File: config.mk
export PLATFORM = sky130hd
export DESIGN_NAME = mmio_port_responder
export DESIGN_NICKNAME = d
export VERILOG_FILES = /design/src/rtl/mmio_port_responder_pkg.sv /design/src/rtl/sync_fifo_ptr.sv /design/src/rtl/mmio_port_responder.sv
export SDC_FILE = /design/constraint.sdc
export NUM_CORES = 1
export LEC_CHECK = 0
export CAP_MARGIN = 15
export CORE_ASPECT_RATIO = 0.5
export CORE_MARGIN = 1
export CORE_UTILIZATION = 46
export CTS_CLUSTER_SIZE = 40
export DETAILED_ROUTE_END_ITERATION = 12
export GPL_TIMING_DRIVEN = 0
export PLACE_DENSITY = 0.72
export SYNTH_ARGS = -nofsm -noshare
export SYNTH_HDL_FRONTEND = slang
export SYNTH_SLANG_ARGS = --single-unit
export TNS_END_PERCENT = 20
File: constraint.sdc
create_clock -name clk -period 6.3 [get_ports clk]
set_input_delay 0.945 -clock clk [delete_from_list [all_inputs] [get_ports clk]]
set_output_delay 0.945 -clock clk [all_outputs]
set_load 0.01 [all_outputs]
File: src/rtl/mmio_port_responder_pkg.sv
// Shared definitions for the MMIO port responder: register offsets,
// STATUS bit positions and a helper that assembles the STATUS word.
package mmio_port_responder_pkg;

  localparam logic [3:0] OFF_PORT_OUT = 4'h0;
  localparam logic [3:0] OFF_PORT_IN  = 4'h4;
  localparam logic [3:0] OFF_STATUS   = 4'h8;
  localparam logic [3:0] OFF_TXDATA   = 4'hC;

  localparam int unsigned ST_IN_CHANGED = 0;
  localparam int unsigned ST_OVERFLOW   = 1;
  localparam int unsigned ST_EMPTY      = 2;
  localparam int unsigned ST_FULL       = 3;
  localparam int unsigned ST_COUNT_LSB  = 4;

  // Word select within the 16-byte window (Address[3:2]).
  typedef enum logic [1:0] {
    REG_PORT_OUT = OFF_PORT_OUT[3:2],
    REG_PORT_IN  = OFF_PORT_IN[3:2],
    REG_STATUS   = OFF_STATUS[3:2],
    REG_TXDATA   = OFF_TXDATA[3:2]
  } reg_sel_e;

  function automatic logic [31:0] pack_status(input logic       in_changed,
                                               input logic       overflow,
                                               input logic       empty,
                                               input logic       full,
                                               input logic [3:0] count);
    logic [31:0] s;
    s = '0;
    s[ST_IN_CHANGED]                 = in_changed;
    s[ST_OVERFLOW]                   = overflow;
    s[ST_EMPTY]                      = empty;
    s[ST_FULL]                       = full;
    s[ST_COUNT_LSB+3:ST_COUNT_LSB]   = count;
    return s;
  endfunction

endpackage

File: src/rtl/sync_fifo_ptr.sv
// Pointer-based synchronous FIFO. Head is presented from registered state
// only (no path from pop to dout). A push while full is accepted only when
// a pop frees a slot in the same cycle.
module sync_fifo_ptr #(
  parameter int unsigned WIDTH = 32,
  parameter int unsigned DEPTH = 4
) (
  input  logic                       clk,
  input  logic                       reset,
  input  logic                       push,
  input  logic                       pop,
  input  logic [WIDTH-1:0]           din,
  output logic [WIDTH-1:0]           dout,
  output logic                       full,
  output logic                       empty,
  output logic [$clog2(DEPTH):0]     count
);

  localparam int unsigned PW = $clog2(DEPTH);

  logic [WIDTH-1:0] mem [DEPTH];
  logic [PW-1:0]    wr_ptr;
  logic [PW-1:0]    rd_ptr;
  logic             pop_ok;
  logic             push_ok;

  assign empty   = (count == '0);
  assign full    = (count == (PW+1)'(DEPTH));
  assign pop_ok  = pop & ~empty;
  assign push_ok = push & (~full | pop_ok);
  assign dout    = empty ? '0 : mem[rd_ptr];

  // Storage, pointers and occupancy; pointers wrap naturally at DEPTH.
  always_ff @(posedge clk) begin
    if (reset) begin
      wr_ptr <= '0;
      rd_ptr <= '0;
      count  <= '0;
      for (int unsigned i = 0; i < DEPTH; i++) mem[i] <= '0;
    end else begin
      if (push_ok) begin
        mem[wr_ptr] <= din;
        wr_ptr      <= wr_ptr + PW'(1);
      end
      if (pop_ok) rd_ptr <= rd_ptr + PW'(1);
      unique case ({push_ok, pop_ok})
        2'b10:   count <= count + (PW+1)'(1);
        2'b01:   count <= count - (PW+1)'(1);
        default: count <= count;
      endcase
    end
  end

endmodule

File: src/rtl/mmio_port_responder.sv
// MMIO responder for a 16-byte window on the data bus: output port register,
// synchronised input port with change detect, STATUS with W1C sticky bits,
// and a TX FIFO drained over a valid/ready handshake.
module mmio_port_responder
  import mmio_port_responder_pkg::*;
#(
  parameter logic [31:0] BASE_ADDR  = 32'h1001_0000,
  parameter int unsigned FIFO_DEPTH = 4,
  parameter int unsigned IN_WIDTH   = 8
) (
  input  logic                clk,
  input  logic                reset,
  input  logic [31:0]         Address,
  input  logic [31:0]         WriteData,
  input  logic                MemWrite,
  input  logic                MemRead,
  output logic [31:0]         ReadData,
  output logic                Hit,
  input  logic [IN_WIDTH-1:0] PortIn,
  output logic [31:0]         PortOut,
  output logic [31:0]         TxData,
  output logic                TxValid,
  input  logic                TxReady
);

  localparam int unsigned CW = $clog2(FIFO_DEPTH) + 1;

  logic [IN_WIDTH-1:0] sync1;
  logic [IN_WIDTH-1:0] sync2;
  logic [IN_WIDTH-1:0] prev_in;
  logic                in_changed;
  logic                overflow;
  reg_sel_e            sel;
  logic                wr_hit;
  logic                rd_hit;
  logic                clr_status;
  logic                push;
  logic                pop;
  logic                full;
  logic                empty;
  logic [CW-1:0]       count;
  logic [31:0]         status;

  assign Hit        = (Address[31:4] == BASE_ADDR[31:4]) && (Address[1:0] == 2'b00);
  assign sel        = reg_sel_e'(Address[3:2]);
  assign wr_hit     = Hit & MemWrite;
  assign rd_hit     = Hit & MemRead;
  assign clr_status = wr_hit && (sel == REG_STATUS);
  assign push       = wr_hit && (sel == REG_TXDATA);
  assign TxValid    = ~empty;
  assign pop        = TxValid & TxReady;
  assign status     = pack_status(in_changed, overflow, empty, full, 4'(count));

  sync_fifo_ptr #(
    .WIDTH (32),
    .DEPTH (FIFO_DEPTH)
  ) u_fifo (
    .clk   (clk),
    .reset (reset),
    .push  (push),
    .pop   (pop),
    .din   (WriteData),
    .dout  (TxData),
    .full  (full),
    .empty (empty),
    .count (count)
  );

  // Load data mux; reflects pre-edge state and is zero unless a hit load.
  always_comb begin
    ReadData = '0;
    if (rd_hit) begin
      unique case (sel)
        REG_PORT_OUT: ReadData = PortOut;
        REG_PORT_IN:  ReadData = 32'(sync2);
        REG_STATUS:   ReadData = status;
        REG_TXDATA:   ReadData = '0;
      endcase
    end
  end

  // Port register, input synchroniser and sticky status (set beats W1C).
  always_ff @(posedge clk) begin
    if (reset) begin
      PortOut    <= '0;
      sync1      <= '0;
      sync2      <= '0;
      prev_in    <= '0;
      in_changed <= 1'b0;
      overflow   <= 1'b0;
    end else begin
      sync1   <= PortIn;
      sync2   <= sync1;
      prev_in <= sync2;
      if (wr_hit && (sel == REG_PORT_OUT)) PortOut <= WriteData;
      in_changed <= (sync2 != prev_in)
                  | (in_changed & ~(clr_status & WriteData[ST_IN_CHANGED]));
      overflow   <= (push & full & ~pop)
                  | (overflow & ~(clr_status & WriteData[ST_OVERFLOW]));
    end
  end

endmodule
; ---- Word level (Yosys, flattened, before mapping)
; Memories as Yosys holds them, arrays and structs flattened. A register that Yosys moved wholly into a read port is not among the register bits.
; Cells that the tools add are included.
[totals]
ram_bits = 128
memories = 1
elab_cells = 64
input_bits = 77
ff_bits = 65
[memory_table]
columns = name, depth, width, read_ports, rd_ports_with_merged_regs, write_ports, line
row1 = u_fifo.mem, 4, 32, 1, 1, 4, sync_fifo_ptr.sv:21  ; logic [WIDTH-1:0] mem [DEPTH];
[op_classes]
reduce_logical = 9
add_sub_neg = 4
n_bitwise = 19
eq_ne = 8
n_mux = 14
[ops]
columns = operator, count
row1 = $pmux 32 s4, 1
row2 = $mux 32, 3
row3 = $reduce_or 32->1, 1
row4 = $eq 28x25->1 const B, 1
row5 = $and 1x1->1, 11
row6 = $ne 8x8->1, 1
row7 = $eq 2x2->1 const B, 3
row8 = $mux 1, 6
row9 = $mux 2, 3
row10 = $pmux 3 s2, 1
row11 = $not 1->1, 5
row12 = $add 2x1->2 const B, 2
row13 = $eq 2x1->1 const B, 2
row14 = $logic_and 1x1->1, 4
row15 = $logic_not 2->1, 2
row16 = $add 3x1->3 const B, 1
row17 = $eq 3x3->1 const B, 1
row18 = $logic_not 3->1, 1
row19 = $or 1x1->1, 3
row20 = $sub 3x1->3 const B, 1
row21 = $reduce_bool 2->1, 1

; ---- Logic depth before layout (Yosys ltp)
[logic_depth]
ltp_word = 11
ltp_mapped = 12

; ---- Modules after synthesis
; Synthesis repeated with hierarchy kept, for this count alone.
[unflattened]
hier_cells = 720
area_unflattened_um2 = 9106.2
[by_module_without_submodules]
columns = mod, cells_per_inst, area_each_um2, n_inst
row1 = sync_fifo_ptr, 412, 6412.4, 1
row2 = mmio_port_responder, 308, 2693.8, 1

; ---- Least setup slack after synthesis
; Ideal clock, no wire load.
[synth_path]
kind = input port to flip-flop
start = input Address[7]
end = memory u_fifo.mem[0][0], enable pin
arrival_ps = 4546
path_stages = 6
slack_ps = 1288
path_cell_list = nor4_1 -> nand4_1 -> or4_1 -> buf_2 -> buf_6 -> o21ai_0
[synth_lines]
columns = item, line
row1 = from (decl), mmio_port_responder.sv:13  ; input logic [31:0] Address,
row2 = to (decl), sync_fifo_ptr.sv:21

; ---- Final worst setup path
[layout_path]
start = input Address[31]
end = output ReadData[7]
[layout_via]
elab_chain_cells = 4
[layout_lines]
columns = item, line
row1 = $eq 28x25->1, mmio_port_responder.sv:44  ; assign Hit = (Address[31:4] == BASE_ADDR[31:4]) && (Address[1:0] == 2'b00);
row2 = $logic_and 1x1->1, mmio_port_responder.sv:44
row3 = $and 1x1->1, mmio_port_responder.sv:47  ; assign rd_hit = Hit & MemRead;
row4 = $mux 32, mmio_port_responder.sv:72  ; if (rd_hit) begin
row5 = to (decl), mmio_port_responder.sv:17  ; output logic [31:0] ReadData,
; No other way between the ends.

==> out/summary.txt <==
Status = completed
Grt total ovfl = 0
Hold Buf Count CTS = 0
Final ANT Viol Nets = 0
Routability Congestion = 0.830
Crit path to = ReadData[7]
I/O pin cnt = 175
Post-synth EDFFs = 128
Htree depth = 4
IR Drop Worst-Case VDD = 0.200 mV
Worst skew pair latency = 0.44 ns
P_int = 1990 µW
RSZ-0062 raised after global routing = false
Worst Path Required = 5.35 ns
Leak Pwr = 0.00390 µW
HPWL Detailed = 17700 µm
Initial Utilization = 47.8%
Final critical-path required period = 4.97 ns
Worst hold path type = flop to flop
Synth Register Bits = 195
Mapped Nets = 853
CP Launch Type = primary input
Switching Power = 603 µW
Slew @ Worst Pin = 0.897 ns
Crit Path Category = primary input to primary output
Root Driver = clkbuf_16
Netlist cell types = 43
Placement Cell Area = 11100 µm²
Proportion of layout cells with a drive suffix above 1 = 10.7%
Die ar. = 20100 µm²
Vias/cell = 5.65
First-pass GRT wire length = 38200 µm
Worst Path Arrival = 4.03 ns
Logic pwr share = 5.7%
Multi-input logic area = 3350 µm²
Nets = 1049
Register area = 5180 µm²
Worst Setup End Kind = primary output
Via count = 7015
CTS sink cnt = 195
Avg Synthesized Cell Area = 11.6 µm²
Primary FF master, synth = edfxtp_1
Initial drt markers = 762
Crit path from = Address[31]
Switch share = 23.3%
Relative slew slack = 40.2%
Skew final = 0.00879 ns
Routed wire per std cell = 20.1 µm
Most frequent cells in the layout = 172 x clkdlybuf4s50_1, 128 x edfxtp_1, 88 x nor3_1, 67 x dfxtp_1, 64 x and2_1
Commonest non-fill, non-tap cell in the layout = clkdlybuf4s50_1
Core Util, Final = 62.3%
Sequential area share after synthesis = 57.8%
Mapped Cells = 774
GRT Total Usage = 25.6%
Power Density = 222 nW/µm²
DRC viols = 0
Initial antenna violation count = 1
Fmax achieved = 201 MHz
Number of global-route vias before repair = 6954
Clk slew on worst S/H paths = 0.08 ns
Core area = 18700 µm²
DRT Wirelength = 25000 µm
Num CTS Buffers = 17
Total iterations of the first detailed-routing run = 7
Crit Reg-Reg Startpoint = u_fifo.count[1]
# resized after CTS = 0
CP Max Fanout = 10
Layout area overhead = 30.3%
Filler cells = 1548
Clock power share = 39.9%
Post-route cell area = 11700 µm²
Largest net degree at the start of global routing = 33
Final Hold Fails = 0
Mapped Area = 8970 µm²
Final setup fails = 0
Synth warn = 0
Standard-cell rows = 35
Die height = 101 µm
Register-to-Register Path Depth = 7
Final Cycle Share = 79.0%
Port Buffers = 172
Worst r2r dst = u_fifo.mem[0][28]
Die Wd = 199 µm
R2R setup slack = 3.64 ns
Ys async rst share = 0%
Sequential share of power = 54.5%
Final Slew Violations = 0
CTS tree = done
MaxCap Viol Count = 0
Post-CTS setup buffer count = 0
Clock Path Buffers = 2
Setup TNS = 0 ns
[stage by stage]
stage / power, µW / hold WS (ns) / cells / worst slack, ns
detailed placement: 1580 / 0.423 / 1210 / 1.37
global placement: 1580 / 0.418 / 1205 / -1.47
floorplan: 1500 / 0.414 / 774 / 1.29
global route: 2650 / 0.451 / 1241 / 1.07
finish: 2590 / 0.441 / 1242 / 1.33
CTS: 2590 / 0.441 / 1241 / 1.36
[final cells by class]
class,instances,area share [%]
sequential,195,44.4
multi-input combinational,465,28.6
timing repair buffer,177,15.5
clock buffer,17,3.64
tap,259,2.77
buffer,76,2.73
inverter,38,1.22
clock inverter,14,1.09
antenna,1,0.0214
[worst max-delay path, cell delays in order]
cell	delay [ns]
clkdlybuf4s50_1	0.41
nor4b_2	0.32
nand4_1	0.37
clkbuf_1	0.35
nor3_1	0.61
nor3b_1	0.40
clkdlybuf4s50_1	0.61
[state kept, by name, summed over array words and instances, names as in the netlist, named ones only]
name / flops
u_fifo.mem: 128
PortOut: 32
prev_in: 8
sync1: 8
sync2: 8
u_fifo.count: 3
u_fifo.rd_ptr: 2
u_fifo.wr_ptr: 2
in_changed: 1
overflow: 1
[layer usage]
metal | global-route usage [%] | routed length, µm | up-vias
met3 | 6.02 | 2130 | 45
met2 | 41.0 | 12100 | 334
met1 | 34.1 | 10300 | 3419
met5 | 0 | 0 | -
li1 | - | - | 3217
met4 | 9.45 | 495 | 0
[cell families after synthesis]
kind of cell / Yosys count / share of synthesized area (%)
AO/OA/AOI/OAI: 83 / 6.25
XOR/XNOR: 12 / 1.17
adder cells (fa/ha/maj): 2 / 0.363
buffers and inverters: 114 / 5.15
flip-flops: 195 / 57.8
multiplexers: 41 / 9.06
AND/OR/NAND/NOR: 327 / 20.2
[Yosys cell counts (all sizes together) (26+ instances only)]
| master | count | share of area [%] |
|---|---|---|
| nand2 | 37 | 1.5 |
| o31ai | 28 | 2.3 |
| mux4 | 32 | 8.0 |
| a21oi | 27 | 1.5 |
| and2 | 64 | 4.5 |
| nor2b | 26 | 1.8 |
| dfxtp | 67 | 15 |
| edfxtp | 128 | 43 |
| nand4 | 31 | 2.2 |
| nor3 | 96 | 5.8 |
| inv | 38 | 1.6 |
| nor2 | 44 | 1.8 |
| clkbuf | 51 | 2.1 |
[worst min-delay path by stage]
| stage | start | to | slack, ns | cells after the start |
|---|---|---|---|---|
| after floorplan | sync1[0] | sync2[0] | 0.41 | 1 |
| final | sync1[2] | sync2[2] | 0.44 | 1 |
| after global routing | sync1[7] | sync2[7] | 0.45 | 1 |
| after CTS | sync1[7] | sync2[7] | 0.44 | 1 |
| after detailed placement | sync1[7] | sync2[7] | 0.42 | 1 |
| after global placement | sync1[6] | sync2[6] | 0.42 | 1 |
[power by group through the flow]
| stage | clock, µW | combinational [µW] | sequential [µW] |
|---|---|---|---|
| CTS | 1030 | 146 | 1410 |
| global route | 1080 | 157 | 1410 |
| finish | 1030 | 147 | 1410 |
| floorplan | 0 | 60.4 | 1440 |
| detailed placement | 0 | 145 | 1440 |
| global placement | 0 | 136 | 1440 |
Power figures use the tool's default switching activity.
